File: src/rtl/bp_be_fe_queue_ckpt_if.sv
// FE-to-scheduler queue bundle: FE enqueue handshake plus the scheduler's
// issue handshake and clear/roll/dequeue controls.
interface bp_be_fe_queue_ckpt_if #(
  parameter int entry_width_p = 128
);
  logic [entry_width_p-1:0] fe_queue_i;
  logic                     fe_queue_v_i;
  logic                     fe_queue_ready_o;
  logic [entry_width_p-1:0] fe_queue_o;
  logic                     fe_queue_v_o;
  logic                     fe_queue_yumi_i;
  logic                     fe_queue_clr_i;
  logic                     fe_queue_roll_i;
  logic                     fe_queue_deq_i;

  modport master (
    output fe_queue_i, fe_queue_v_i, fe_queue_yumi_i,
           fe_queue_clr_i, fe_queue_roll_i, fe_queue_deq_i,
    input  fe_queue_ready_o, fe_queue_o, fe_queue_v_o
  );

  modport slave (
    input  fe_queue_i, fe_queue_v_i, fe_queue_yumi_i,
           fe_queue_clr_i, fe_queue_roll_i, fe_queue_deq_i,
    output fe_queue_ready_o, fe_queue_o, fe_queue_v_o
  );
endinterface

File: src/rtl/bp_be_fe_queue_ckpt.sv
// Checkpointed FE queue: speculative issue, release on commit, roll and clear.
// Define BP_BE_FE_QUEUE_HWM_EN to build the occupancy high-watermark register.
module bp_be_fe_queue_ckpt #(
  parameter  int els_p         = 8,
  parameter  int entry_width_p = 128,
  localparam int ptr_width_lp  = $clog2(els_p) + 1
) (
  input  logic                    clk_i,
  input  logic                    reset_i,
  bp_be_fe_queue_ckpt_if.slave    fe_if,
  output logic [ptr_width_lp-1:0] hwm_o
);
  localparam int lg_els_lp = $clog2(els_p);

  logic [entry_width_p-1:0] mem_q [els_p];
  logic [ptr_width_lp-1:0]  wptr_q, wptr_d;
  logic [ptr_width_lp-1:0]  rptr_q, rptr_d;
  logic [ptr_width_lp-1:0]  cptr_q, cptr_d;
  logic [ptr_width_lp-1:0]  rptr_y;
  logic                     full, valid, enq, yumi_ok;

  // Full when the write pointer is exactly one lap ahead of the checkpoint.
  assign full    = (wptr_q[lg_els_lp-1:0] == cptr_q[lg_els_lp-1:0])
                && (wptr_q[lg_els_lp] != cptr_q[lg_els_lp]);
  assign valid   = (rptr_q != wptr_q);
  assign enq     = fe_if.fe_queue_v_i & ~full & ~fe_if.fe_queue_clr_i;
  assign yumi_ok = fe_if.fe_queue_yumi_i & valid;

  assign fe_if.fe_queue_ready_o = ~full;
  assign fe_if.fe_queue_v_o     = valid;
  assign fe_if.fe_queue_o       = mem_q[rptr_q[lg_els_lp-1:0]];

  always_comb begin
    rptr_y = rptr_q + ptr_width_lp'(yumi_ok);
    rptr_d = rptr_y;
    cptr_d = cptr_q;
    wptr_d = wptr_q + ptr_width_lp'(enq);
    if (fe_if.fe_queue_roll_i) begin
      rptr_d = cptr_q;
    end else if (fe_if.fe_queue_deq_i) begin
      cptr_d = rptr_y;
    end
    if (fe_if.fe_queue_clr_i) begin
      wptr_d = rptr_d;
    end
  end

  always_ff @(posedge clk_i or posedge reset_i) begin
    if (reset_i) begin
      wptr_q <= '0;
      rptr_q <= '0;
      cptr_q <= '0;
    end else begin
      wptr_q <= wptr_d;
      rptr_q <= rptr_d;
      cptr_q <= cptr_d;
    end
  end

  always_ff @(posedge clk_i) begin
    if (enq) begin
      mem_q[wptr_q[lg_els_lp-1:0]] <= fe_if.fe_queue_i;
    end
  end

`ifdef BP_BE_FE_QUEUE_HWM_EN
  logic [ptr_width_lp-1:0] hwm_q, hwm_d, occ_d;

  assign occ_d = wptr_d - cptr_d;
  assign hwm_d = (occ_d > hwm_q) ? occ_d : hwm_q;
  assign hwm_o = hwm_q;

  always_ff @(posedge clk_i or posedge reset_i) begin
    if (reset_i) begin
      hwm_q <= '0;
    end else begin
      hwm_q <= hwm_d;
    end
  end
`else
  assign hwm_o = '0;
`endif

  a_yumi_legal: assert property (@(posedge clk_i) disable iff (reset_i)
    !(fe_if.fe_queue_yumi_i && !valid));

endmodule

File: src/flat_wrapper.sv
// flat-port wrapper written by rule: the top's interface ports become plain ports
module bp_be_fe_queue_ckpt_flat 
#(
  parameter  int els_p         = 8,
  parameter  int entry_width_p = 128,
  localparam int ptr_width_lp  = $clog2(els_p) + 1
)
  (clk_i, reset_i, hwm_o, fe_if_fe_queue_i, fe_if_fe_queue_v_i, fe_if_fe_queue_yumi_i, fe_if_fe_queue_clr_i, fe_if_fe_queue_roll_i, fe_if_fe_queue_deq_i, fe_if_fe_queue_ready_o, fe_if_fe_queue_o, fe_if_fe_queue_v_o);
  bp_be_fe_queue_ckpt_if #(.entry_width_p(entry_width_p)) fe_if_i ();
  input  logic clk_i;
  input  logic reset_i;
  output logic [ptr_width_lp-1:0] hwm_o;
  input wire logic [$bits(fe_if_i.fe_queue_i)-1:0] fe_if_fe_queue_i;
  input wire logic [$bits(fe_if_i.fe_queue_v_i)-1:0] fe_if_fe_queue_v_i;
  input wire logic [$bits(fe_if_i.fe_queue_yumi_i)-1:0] fe_if_fe_queue_yumi_i;
  input wire logic [$bits(fe_if_i.fe_queue_clr_i)-1:0] fe_if_fe_queue_clr_i;
  input wire logic [$bits(fe_if_i.fe_queue_roll_i)-1:0] fe_if_fe_queue_roll_i;
  input wire logic [$bits(fe_if_i.fe_queue_deq_i)-1:0] fe_if_fe_queue_deq_i;
  output wire logic [$bits(fe_if_i.fe_queue_ready_o)-1:0] fe_if_fe_queue_ready_o;
  output wire logic [$bits(fe_if_i.fe_queue_o)-1:0] fe_if_fe_queue_o;
  output wire logic [$bits(fe_if_i.fe_queue_v_o)-1:0] fe_if_fe_queue_v_o;
  assign fe_if_i.fe_queue_i = fe_if_fe_queue_i;
  assign fe_if_i.fe_queue_v_i = fe_if_fe_queue_v_i;
  assign fe_if_i.fe_queue_yumi_i = fe_if_fe_queue_yumi_i;
  assign fe_if_i.fe_queue_clr_i = fe_if_fe_queue_clr_i;
  assign fe_if_i.fe_queue_roll_i = fe_if_fe_queue_roll_i;
  assign fe_if_i.fe_queue_deq_i = fe_if_fe_queue_deq_i;
  assign fe_if_fe_queue_ready_o = fe_if_i.fe_queue_ready_o;
  assign fe_if_fe_queue_o = fe_if_i.fe_queue_o;
  assign fe_if_fe_queue_v_o = fe_if_i.fe_queue_v_o;
  bp_be_fe_queue_ckpt #(.els_p(els_p), .entry_width_p(entry_width_p)) u_core (.clk_i(clk_i), .reset_i(reset_i), .fe_if(fe_if_i), .hwm_o(hwm_o));
endmodule
File: config.mk
export PLATFORM = sky130hd
export DESIGN_NAME = bp_be_fe_queue_ckpt_flat
export DESIGN_NICKNAME = d
export VERILOG_FILES = /design/src/rtl/bp_be_fe_queue_ckpt_if.sv /design/src/rtl/bp_be_fe_queue_ckpt.sv /design/src/flat_wrapper.sv
export SDC_FILE = /design/constraint.sdc
export NUM_CORES = 1
export LEC_CHECK = 0
export CORE_MARGIN = 3
export CORE_UTILIZATION = 45
export DETAILED_ROUTE_END_ITERATION = 8
export PLACE_DENSITY = 0.71
export SYNTH_ARGS = -nofsm -noshare
export SYNTH_HDL_FRONTEND = slang
export SYNTH_SLANG_ARGS = --single-unit
File: constraint.sdc
create_clock -name clk_i -period 14.9 [get_ports clk_i]
set_input_delay 3.725 -clock clk_i [delete_from_list [all_inputs] [get_ports clk_i]]
set_output_delay 3.725 -clock clk_i [all_outputs]
set_load 0.01 [all_outputs]
==> out/metrics.yaml <==
status: "finished clean"
rows: 107
synth_cells: 1558
wire_per_inst_um: 25.4
worstPathCellList: "buf_4 -> buf_4 -> mux4_2 -> mux2_2 -> clkdlybuf4s50_1"
via_per_inst: 5.51
setup_viol: 0
start_kind: "flop"
ys_top_cells_by_area: "edfxtp_1, mux4_2, mux2_2"
start_util: 0.457
drc_errors: 0
cts_buffers: 103
layout.cells.non_filler: 3119
endpoint_kind: "output pin"
drt.antenna.violating_nets: 0
ys_ff_latch: 1036
die_x_um: 301
hp-start: "u_core.cptr_q[3]"
pin_count: 269
crit_arrival_ns: 4.74
cp_slowest_cell: "buf_4"
pwr-share-clk: 0.280
synth_seq_area_share: 0.791
antenna_found_initial: 12
grt_pass1_wl_mm: 118
clock_path_buffers: 3
core_um2: 85800
drive_gt1_frac: 0.293
syn_area_um2: 39200
grt_pass1_vias: 18400
holdPathEnd: "u_core.cptr_q[3]"
yosys_warnings: 0
cts_resized: 0
cap_viol_max_count: 0
critPathMaxFanout: 51
power_frac_comb: 0.302
hold_depth: 2
powerDensity_nw_per_um2: 186
postCtsSetupBuffers: 0
die_height_um: 301
worstHoldPathType: "reg2reg"
clk_pin_slew_worst_paths_ns: 0.06
worstRegToRegCells: 9
finalPower_w: 0.00864
period_needed_ns: 8.46
clkLatencyLatePin_ns: 0.64
slowest_delay_ns: 0.90
layout.nets: 2024
cp.depth: 5
vias: 17200
first_iter_violations: 1344
irDropWorstVdd_mv: 0.155
yosys.area.top_type: "edfxtp_1"
ff2ff_setup_slack_ns: 11.20
slew_viol_final: 0
syn2layout_area_growth_pct: 18.2
cp_common_cell: "buf_4"
path_class: "reg2out"
path_delay_family: "buffers and inverters"
firstDrtPassIters: 5
p_seq_frac: 0.418
grt_usage: 0.175
switching_share: 0.272
tritoncts: "done"
reg2reg_to: "u_core.wptr_q[2]"
cts_sinks: 1036
rr_startpoint: "u_core.rptr_q[1]"
fmax_mhz: 118
clock_skew_ns: 0.0307
cellInternalPower_w: 0.00628
numPortBuffers: 264
gp_congestion: 0.698
dieArea_um2: 90800
placed_cell_area_um2: 43200
rsz0062_at_grt: "false"
worstPathBufferInverterCount: 3
cp.required_ns: 11.18
finalInstanceArea_um2: 46400
p_leak_nw: 14.5
dpl.cell_count: 2924
dp_hpwl_mm: 42.5
gr-total-overflow: 0
h-tree-depth: 3
tightest_slew_ns: 1.11
cts-hold-fix-buffers: 0
post-route-period-util: 0.568
switching_power_w: 0.00235
post_synth.cell_area_avg_um2: 25.2
synth_cell_types: 31
synth_top_area_frac: 0.784
drt-total-wl_mm: 79.1
hold_viol: 0
grt_start_max_net_pins: 146
clockRootBuffer: "clkbuf_16"
slew_headroom: 0.257
## metrics by stage
stage	setup WS (ns)	util	hold WS, ns	setup TNS [ns]
floorplan	-3.37	-	0.512	-1894.00
CTS	6.22	0.540	0.562	0
detailed placement	6.94	0.503	0.550	0
global placement	6.98	0.503	0.530	0
finish	6.44	0.540	0.561	0
global route	6.00	0.540	0.566	0
## registers in the layout, summed over array words and instances, names as in the netlist
name and count:
u_core.cptr_q 4, u_core.mem_q 1024, u_core.rptr_q 4, u_core.wptr_q 4
## cells in the final DEF, fill, tap and decap left out, types with 4 or more instances in the layout
master / Yosys / routed
dfrtp_1: 12 / 9
clkinv_1: 0 / 28
bufinv_16: 0 / 4
diode_2: 0 / 9
xnor2_1: 5 / 5
clkinv_2: 0 / 14
mux2_2: 137 / 137
mux4_2: 256 / 256
xor2_1: 6 / 6
clkbuf_16: 0 / 107
conb_1: 1 / 4
ha_1: 4 / 4
clkbuf_1: 30 / 23
buf_4: 4 / 35
clkinvlp_4: 0 / 5
edfxtp_1: 1024 / 1024
clkdlybuf4s50_1: 0 / 264
nand3_1: 4 / 4
## synth_stat cells
master and n:
nand2b_1 2, inv_1 3, clkbuf_1 30, o41ai_2 1
mux4_2 256, dfrtp_1 12, nand4_1 1, nand3_1 4
nor4bb_1 1, conb_1 1, ha_1 4, nor4_1 1
xnor2_1 5, nand2_1 2, buf_4 4, buf_2 12
mux2_2 137, edfxtp_1 1024, buf_1 10, o21ai_0 1
and2_1 1, nand3b_1 1, or4_1 1, buf_6 26
nor3_1 1, nor4b_1 3, o211ai_1 1, mux2i_1 2
nor2b_1 2, nor2_1 3, xor2_1 6
## cell families after synthesis
kind of cell | after synthesis | synth area share
AND/OR/NAND/NOR | 23 | 0.00354
AO/OA/AOI/OAI | 3 | 0.000733
XOR/XNOR | 11 | 0.00246
flip-flops | 1036 | 0.791
adder cells (fa/ha/maj) | 4 | 0.00128
multiplexers | 395 | 0.187
other | 1 | 0.0000956
buffers and inverters | 85 | 0.0139
## worst max-delay path by stage
| stage | from | end | slack, ns |
|---|---|---|---|
| 6_report | u_core.rptr_q[0] | fe_if_fe_queue_o[88] | 6.44 |
| 5_1_grt | u_core.rptr_q[0] | fe_if_fe_queue_o[92] | 6.00 |
| 4_1_cts | u_core.rptr_q[0] | fe_if_fe_queue_o[127] | 6.22 |
| 3_5_place_dp | u_core.rptr_q[0] | fe_if_fe_queue_o[127] | 6.94 |
| 3_3_place_gp | u_core.rptr_q[0] | fe_if_fe_queue_o[127] | 6.98 |
| 2_1_floorplan | fe_if_fe_queue_clr_i | u_core.mem_q[2][0] | -3.37 |
## layout make-up
class                   instances  area [um^2]
flip-flops and latches       1036        31100
well taps                    1144         1430
fillers                      6330        39400
diodes                          9         22.5
clock buffers                 130         2760
multi-input cells             440         7720
repair buffers                301         2950
clock inverters                56          420
inverters                       3         11.3
## worst min-delay path, cell delays in order (launching register included)
cell and delay (ns):
dfrtp_1 0.40, nand2_1 0.06, o21ai_0 0.07
## metal layers
| layer | track usage | vias to the layer above | share of wire |
|---|---|---|---|
| met3 | 0.0405 | 102 | 0.064 |
| met4 | 0.0504 | 6 | 0.020 |
| met2 | 0.292 | 480 | 0.51 |
| met5 | 0 | - | 0.00039 |
| met1 | 0.232 | 9262 | 0.41 |
| li1 | - | 7348 | - |
## power by group through the flow
| stage | sequential, W | combinational [W] | clock [W] |
|---|---|---|---|
| 6_report | 0.00361 | 0.00261 | 0.00242 |
| 5_1_grt | 0.00364 | 0.00279 | 0.00261 |
| 4_1_cts | 0.00362 | 0.00267 | 0.00248 |
| 3_5_place_dp | 0.00368 | 0.00265 | 0 |
| 3_3_place_gp | 0.00366 | 0.00264 | 0 |
| 2_1_floorplan | 0.00364 | 0.00174 | 0 |
Power figures use the tool's default switching activity.
